`src/rtl/quad_osc_pkg.sv`:
```
// rtl/quad_osc_pkg.sv - shared state type, width helper and result rounding for the quadrature oscillator
package quad_osc_pkg;

  typedef enum logic [1:0] {
    ST_IDLE  = 2'd0,
    ST_RUN   = 2'd1,
    ST_DRAIN = 2'd2
  } osc_state_t;

  typedef struct packed {
    logic        sat;
    logic [63:0] value;
  } round_t;

  function automatic int prod_width(input int data_w, input int coef_w);
    return data_w + coef_w + 1;
  endfunction

  // Round half-up at frac_w, then optionally clamp to the signed data_w range.
  function automatic round_t round_reduce(input logic signed [63:0] sum, input int frac_w,
                                          input int data_w, input bit sat_en);
    logic signed [63:0] rnd;
    logic signed [63:0] hi;
    logic signed [63:0] lo;
    round_t r;
    rnd     = (sum + (64'sd1 <<< (frac_w - 1))) >>> frac_w;
    hi      = (64'sd1 <<< (data_w - 1)) - 64'sd1;
    lo      = -(64'sd1 <<< (data_w - 1));
    r.sat   = 1'b0;
    r.value = rnd;
    if (sat_en && (rnd > hi)) begin
      r.sat   = 1'b1;
      r.value = hi;
    end else if (sat_en && (rnd < lo)) begin
      r.sat   = 1'b1;
      r.value = lo;
    end
    return r;
  endfunction

endpackage

```
`src/rtl/quad_osc_rotate_pipe.sv`:
```
// rtl/quad_osc_rotate_pipe.sv - two-stage coupled-form rotation datapath holding the c/s state
// QUAD_OSC_SAT_EN selects clamping instead of wrapping in the result reduction
module quad_osc_rotate_pipe
  import quad_osc_pkg::*;
#(
  parameter int DATA_W = 16,
  parameter int COEF_W = 16,
  parameter int FRAC_W = 14,
  parameter int PROD_W = DATA_W + COEF_W + 1
) (
  input  logic                     clk,
  input  logic                     reset,
  input  logic                     seed,
  input  logic signed [DATA_W-1:0] seed_amp,
  input  logic                     launch,
  input  logic signed [COEF_W-1:0] coef_cos,
  input  logic signed [COEF_W-1:0] coef_sin,
  output logic                     busy,
  output logic signed [DATA_W-1:0] q_cos,
  output logic signed [DATA_W-1:0] q_sin,
  output logic                     q_valid,
  output logic signed [PROD_W-1:0] q_prod_1,
  output logic signed [PROD_W-1:0] q_prod_2,
  output logic                     sat_hit
);

  localparam int MUL_W = DATA_W + COEF_W;
`ifdef QUAD_OSC_SAT_EN
  localparam bit SAT_EN = 1'b1;
`else
  localparam bit SAT_EN = 1'b0;
`endif

  logic                     v1;
  logic signed [MUL_W-1:0]  p_cc;
  logic signed [MUL_W-1:0]  p_ss;
  logic signed [MUL_W-1:0]  p_cs;
  logic signed [MUL_W-1:0]  p_sc;
  logic signed [PROD_W-1:0] sum_1;
  logic signed [PROD_W-1:0] sum_2;
  round_t                   rnd_1;
  round_t                   rnd_2;
  logic                     unused_hi;

  assign busy = v1;

  // Stage 1 always multiplies the current state, so q_cos/q_sin double as c/s.
  always_ff @(posedge clk or posedge reset) begin
    if (reset) begin
      v1   <= 1'b0;
      p_cc <= '0;
      p_ss <= '0;
      p_cs <= '0;
      p_sc <= '0;
    end else begin
      v1 <= launch;
      if (launch) begin
        p_cc <= MUL_W'(coef_cos) * MUL_W'(q_cos);
        p_ss <= MUL_W'(coef_sin) * MUL_W'(q_sin);
        p_cs <= MUL_W'(coef_cos) * MUL_W'(q_sin);
        p_sc <= MUL_W'(coef_sin) * MUL_W'(q_cos);
      end
    end
  end

  always_comb begin
    sum_1 = PROD_W'(p_cc) - PROD_W'(p_ss);
    sum_2 = PROD_W'(p_cs) + PROD_W'(p_sc);
    rnd_1 = round_reduce(64'(sum_1), FRAC_W, DATA_W, SAT_EN);
    rnd_2 = round_reduce(64'(sum_2), FRAC_W, DATA_W, SAT_EN);
  end

  assign unused_hi = &{1'b0, rnd_1.value[63:DATA_W], rnd_2.value[63:DATA_W]};

  always_ff @(posedge clk or posedge reset) begin
    if (reset) begin
      q_cos    <= '0;
      q_sin    <= '0;
      q_valid  <= 1'b0;
      q_prod_1 <= '0;
      q_prod_2 <= '0;
      sat_hit  <= 1'b0;
    end else begin
      q_valid <= 1'b0;
      sat_hit <= 1'b0;
      if (seed) begin
        q_cos   <= seed_amp;
        q_sin   <= '0;
        q_valid <= 1'b1;
      end else if (v1) begin
        q_prod_1 <= sum_1;
        q_prod_2 <= sum_2;
        q_cos    <= rnd_1.value[DATA_W-1:0];
        q_sin    <= rnd_2.value[DATA_W-1:0];
        q_valid  <= 1'b1;
        sat_hit  <= rnd_1.sat | rnd_2.sat;
      end
    end
  end

endmodule

```
`src/rtl/quad_rotation_oscillator.sv`:
```
// rtl/quad_rotation_oscillator.sv - quadrature recursive oscillator: start/stop FSM, config latch, flags
// QUAD_OSC_SAT_EN enables result clamping and the sticky sat_seen flag
module quad_rotation_oscillator
  import quad_osc_pkg::*;
#(
  parameter  int DATA_W = 16,
  parameter  int COEF_W = 16,
  parameter  int FRAC_W = 14,
  localparam int PROD_W = prod_width(DATA_W, COEF_W)
) (
  input  logic                     clk,
  input  logic                     reset,
  input  logic                     cfg_valid,
  output logic                     cfg_ready,
  input  logic signed [COEF_W-1:0] cfg_cos,
  input  logic signed [COEF_W-1:0] cfg_sin,
  input  logic signed [DATA_W-1:0] cfg_amp,
  input  logic                     start,
  input  logic                     stop,
  input  logic                     sample_en,
  output logic signed [DATA_W-1:0] q_cos,
  output logic signed [DATA_W-1:0] q_sin,
  output logic                     q_valid,
  output logic signed [PROD_W-1:0] q_prod_1,
  output logic signed [PROD_W-1:0] q_prod_2,
  output logic                     busy,
  output logic                     overrun,
  output logic                     sat_seen
);

  osc_state_t               state;
  logic signed [COEF_W-1:0] coef_cos;
  logic signed [COEF_W-1:0] coef_sin;
  logic signed [DATA_W-1:0] coef_amp;
  logic                     coef_loaded;
  logic                     seed;
  logic                     launch;
  logic                     drop;
  logic                     pipe_busy;
  logic                     sat_hit;

  // A concurrent load takes priority over start; stop takes priority over a strobe.
  assign seed   = (state == ST_IDLE) && start && coef_loaded && !cfg_valid;
  assign launch = (state == ST_RUN) && sample_en && !stop && !pipe_busy;
  assign drop   = (state == ST_RUN) && sample_en && !stop && pipe_busy;

  always_ff @(posedge clk or posedge reset) begin
    if (reset) begin
      state       <= ST_IDLE;
      cfg_ready   <= 1'b0;
      busy        <= 1'b0;
      coef_cos    <= '0;
      coef_sin    <= '0;
      coef_amp    <= '0;
      coef_loaded <= 1'b0;
      overrun     <= 1'b0;
    end else begin
      case (state)
        ST_IDLE: begin
          cfg_ready <= 1'b1;
          if (cfg_valid && cfg_ready) begin
            coef_cos    <= cfg_cos;
            coef_sin    <= cfg_sin;
            coef_amp    <= cfg_amp;
            coef_loaded <= 1'b1;
          end else if (seed) begin
            state     <= ST_RUN;
            cfg_ready <= 1'b0;
            busy      <= 1'b1;
            overrun   <= 1'b0;
          end
        end
        ST_RUN: begin
          if (stop) begin
            if (pipe_busy) begin
              state <= ST_DRAIN;
            end else begin
              state     <= ST_IDLE;
              busy      <= 1'b0;
              cfg_ready <= 1'b1;
            end
          end else if (drop) begin
            overrun <= 1'b1;
          end
        end
        ST_DRAIN: begin
          if (!pipe_busy) begin
            state     <= ST_IDLE;
            busy      <= 1'b0;
            cfg_ready <= 1'b1;
          end
        end
        default: begin
          state     <= ST_IDLE;
          busy      <= 1'b0;
          cfg_ready <= 1'b0;
        end
      endcase
    end
  end

  quad_osc_rotate_pipe #(
    .DATA_W (DATA_W),
    .COEF_W (COEF_W),
    .FRAC_W (FRAC_W),
    .PROD_W (PROD_W)
  ) u_pipe (
    .clk      (clk),
    .reset    (reset),
    .seed     (seed),
    .seed_amp (coef_amp),
    .launch   (launch),
    .coef_cos (coef_cos),
    .coef_sin (coef_sin),
    .busy     (pipe_busy),
    .q_cos    (q_cos),
    .q_sin    (q_sin),
    .q_valid  (q_valid),
    .q_prod_1 (q_prod_1),
    .q_prod_2 (q_prod_2),
    .sat_hit  (sat_hit)
  );

`ifdef QUAD_OSC_SAT_EN
  always_ff @(posedge clk or posedge reset) begin
    if (reset) begin
      sat_seen <= 1'b0;
    end else if (seed) begin
      sat_seen <= 1'b0;
    end else if (sat_hit) begin
      sat_seen <= 1'b1;
    end
  end
`else
  logic unused_sat;
  assign unused_sat = sat_hit;
  assign sat_seen   = 1'b0;
`endif

endmodule

```
`config.mk`:
```
export PLATFORM = sky130hd
export DESIGN_NAME = quad_rotation_oscillator
export DESIGN_NICKNAME = d
export VERILOG_FILES = /design/src/rtl/quad_osc_pkg.sv /design/src/rtl/quad_osc_rotate_pipe.sv /design/src/rtl/quad_rotation_oscillator.sv
export SDC_FILE = /design/constraint.sdc
export NUM_CORES = 2
export LEC_CHECK = 0
export BUFFER_PORTS_ARGS = -buffer_cell sky130_fd_sc_hd__buf_2
export CAP_MARGIN = 30
export CORE_MARGIN = 8
export CORE_UTILIZATION = 55
export DETAILED_ROUTE_END_ITERATION = 6
export GPL_ROUTABILITY_DRIVEN = 0
export GPL_TIMING_DRIVEN = 0
export PLACE_DENSITY = 0.76
export SLEW_MARGIN = 20
export SYNTH_ARGS = -nofsm -noshare
export SYNTH_HDL_FRONTEND = slang
export SYNTH_SLANG_ARGS = --single-unit
```
`constraint.sdc`:
```
create_clock -name clk -period 9.5 [get_ports clk]
set_input_delay 1.9 -clock clk [delete_from_list [all_inputs] [get_ports clk]]
set_output_delay 1.9 -clock clk [all_outputs]
set_load 0.02 [all_outputs]
```
==> results by group <==
Run status
  • Status: completed

Critical path
  • CP max-delay cell: nor3_1
  • CP Cell Sequence: buf_16 > clkinv_1 > buf_1 > buf_6 > nor2_1 > fa_1 > fa_1 > fa_1 > fa_1 > fa_1 > inv_1 > fa_1 > inv_1 > ha_1 > nand2_1 > o21ai_0 > o21ai_1 > o21ai_1 > a2111oi_0 > nor3_1 > a211o_1 > a21oi_1 > xnor2_1 > o21ai_1
  • Critical path launch point type: flip-flop
  • Cell mode on critical path: fa_1
  • WP data arrival: about 9.6 ns
  • Critical path fanouts, max: 8
  • Crit path largest cell delay: around 0.94 ns
  • Worst endpoint required time: approximately 10 ns
  • Critical Path Sink Type: flip-flop
  • Flop-to-flop setup slack: roughly 0.38 ns
  • WS Path Type: reg -> reg

Timing
  • Relative slew slack: 0.151
  • Final period util: 0.960
  • Min Tclk post-route: just over 9 ns
  • Final Skew: between 0.05 and 0.06 ns
  • Worst hold slack: approximately 0.47 ns
  • RSZ-0062 raised after global routing: false
  • Final Hold Viols: 0
  • Final setup vio count: 0
  • Final max-slew violation count: 0
  • Worst-Margin Slew: approximately 1.3 ns
  • Fmax: ~110 MHz
  • Fin Setup TNS: 0 ns

Clock tree
  • Sink Count: 282
  • Post-CTS Setup Repair Bufs: 0
  • Clock Path Buffers: 3
  • Latest clock arrival within the worst-skew pair: between 0.6 and 0.7 ns
  • # resized after CTS: 0
  • CTS tree: yes
  • CTS buffer count: 37
  • Worst-path clk slew: about 0.09 ns
  • CTS H-tree depth: 2
  • CTS Root Cell: clkbuf_16
  • Post-CTS Hold Fix Bufs: 0

Logic synthesis
  • Synth top cells by count: 1,201 x inv_1, 1,050 x fa_1, 802 x nand2_1
  • Mapped Avg Cell Area: 9.17 um^2
  • Yosys warns: 0
  • Synthesized Nets: roughly 7,300
  • Number of flops mapped to enable cells by yosys: 0
  • Post-synth ARST share: 1.00
  • Mapped Area: 53,500 um^2
  • Post-synth top flop: dfrtp_1
  • Area share of the largest cell type after synthesis: 0.393
  • Count leader, synth: inv_1
  • Synth Instances: 5,829
  • Largest area contributor in the netlist: fa_1
  • Distinct cells, synth: 82
  • Seq/Total Area, Yosys: 0.132
  • Synth area leaders: fa_1 39%, dfrtp_1 13%, ha_1 9.3%
  • FF+latch count, synth: 282

Drt
  • Routed wire per std cell: between 20 and 25 um
  • Pre-antenna DRT Iters: 6
  • Number of DRC markers in iteration 0: 4,600
  • Drt drc: 0
  • Total wire length: roughly 180,000 um
  • Vias/cell: 5.84
  • Via count: around 43,000
  • Antenna Nets Post-Route: 0

Die
  • Vert. Die Dim: roughly 330 um
  • Initial Util: 0.554
  • Num ports: 157
  • # rows: 114
  • Core Box Area: just under 100,000 um^2
  • Die area: ~110,000 um^2
  • Width of the die: around 330 um

Final layout
  • Share of layout cells above drive strength 1: 0.0553
  • Area grow syn2layout: 7.90%
  • Layout Nets: around 7,600

Global routing
  • Number of global-route vias before repair: around 44,000
  • Overflow after GRT: 0
  • Initial antenna violation count: 14
  • Total GRT Usage: 0.341
  • Global-route wire length before repair: approximately 270,000 um
  • Largest net degree at the start of global routing: 36

Placement
  • Hpwl dp: about 150,000 um
  • Buffers on Ports: 155

Run
  • Max-Cap Viols: 0

Worst hold path
  • Class of the worst hold path: reg -> reg
[cell usage in the layout, fill, tap and decap left out, drive strengths merged, types with 10 or more instances in the layout]
cell type	synthesis	layout
mux2	50	50
or3	12	12
nor4	13	13
nor3	37	37
o21a	21	21
a21o	64	64
xnor2	130	130
buf	23	207
and3	19	19
nor2	150	150
o21bai	27	27
diode	0	22
nand2	802	802
a211oi	31	31
o21ai	241	241
nand3	44	44
nor2b	17	17
clkinv	1	10
dfrtp	282	282
and2	501	501
nand2b	46	46
inv	1201	1203
xor2	78	78
nand4	14	14
o31ai	13	13
fa	1050	1050
a21oi	152	152
or2	11	11
ha	398	398
o211ai	10	10
a31oi	25	25
clkbuf	239	288
mux2i	15	15
nor3b	11	11
[registers in the layout, summed over array words and instances (netlist names), 32 cells and up]
signal,count
u_pipe.p_cs,32
u_pipe.q_prod_2,33
u_pipe.p_sc,32
u_pipe.p_cc,32
u_pipe.q_prod_1,33
u_pipe.p_ss,32
[cells by family (layout without fill, tap and decap cells)]
family / after synthesis / count (layout) / synth area share
compound gates: 662 / 662 / 0.0768
xor+xnor: 208 / 208 / 0.0341
fa+ha+maj: 1448 / 1448 / 0.486
buf+inv: 1464 / 1716 / 0.103
flops: 282 / 282 / 0.132
mux: 65 / 65 / 0.0133
other cells: 1 / 23 / 0.0000702
simple gates: 1699 / 1699 / 0.154
[per-layer routing]
| layer | up-vias | GRT usage | share of wire |
|---|---|---|---|
| met5 | - | 0 | 0.00043 |
| met4 | 8 | 0.279 | 0.10 |
| met3 | 785 | 0.121 | 0.13 |
| met2 | 2919 | 0.491 | 0.42 |
| met1 | 21156 | 0.410 | 0.35 |
| li1 | 18189 | - | - |
[per-stage QoR]
step           cells   util  setup WS [ns]  instance area, um^2
2_1_floorplan   5829      -           3.00                53500
3_3_place_gp    7260  0.578          0.156                55800
3_5_place_dp    7278  0.581          0.825                56100
4_1_cts         7344  0.595          0.769                57500
5_1_grt         7360  0.597          0.268                57600
6_report        7379  0.597          0.377                57700
[final timing paths]
path / cells after the start / start / to
min: 2 / u_pipe.q_prod_2[28]$_DFFE_PP0P_ / u_pipe.q_prod_2[28]$_DFFE_PP0P_
max in group asynchronous: 6 / reset / u_pipe.p_cc[18]$_DFFE_PP0P_
min reg2reg: 2 / u_pipe.q_prod_2[28]$_DFFE_PP0P_ / u_pipe.q_prod_2[28]$_DFFE_PP0P_
max reg2reg: 24 / u_pipe.q_sin[15]$_DFFE_PP0P_ / u_pipe.p_ss[31]$_DFFE_PP0P_
max: 24 / u_pipe.q_sin[15]$_DFFE_PP0P_ / u_pipe.p_ss[31]$_DFFE_PP0P_
min in group asynchronous: 2 / reset / u_pipe.q_prod_1[32]$_DFFE_PP0P_
[critical path, delay by kind of cell (launching register included)]
family	cells	cell delay, ns
and+or+nand+nor	3	1.17
adders and majority gates	7	3.32
xor gates and xnor gates	1	0.72
AOI/OAI and AO/OA	7	1.38
DFF	1	0.68
buffers and inverters	6	1.64
[layout make-up]
type | count | area (um^2)
flip-flops and latches | 282 | 7060
clock inverters | 19 | 274
well taps | 1276 | 1600
plain buffers | 262 | 1000
diodes | 22 | 55.1
clock buffers | 47 | 1040
inverters | 1202 | 4520
repair buffers | 186 | 1240
multi-input cells | 4083 | 40900
fillers | 8069 | 38900
Power is left out: the tool's default activity adds up to more than one toggle a clock period on the data nets, which glitch-free logic cannot reach.
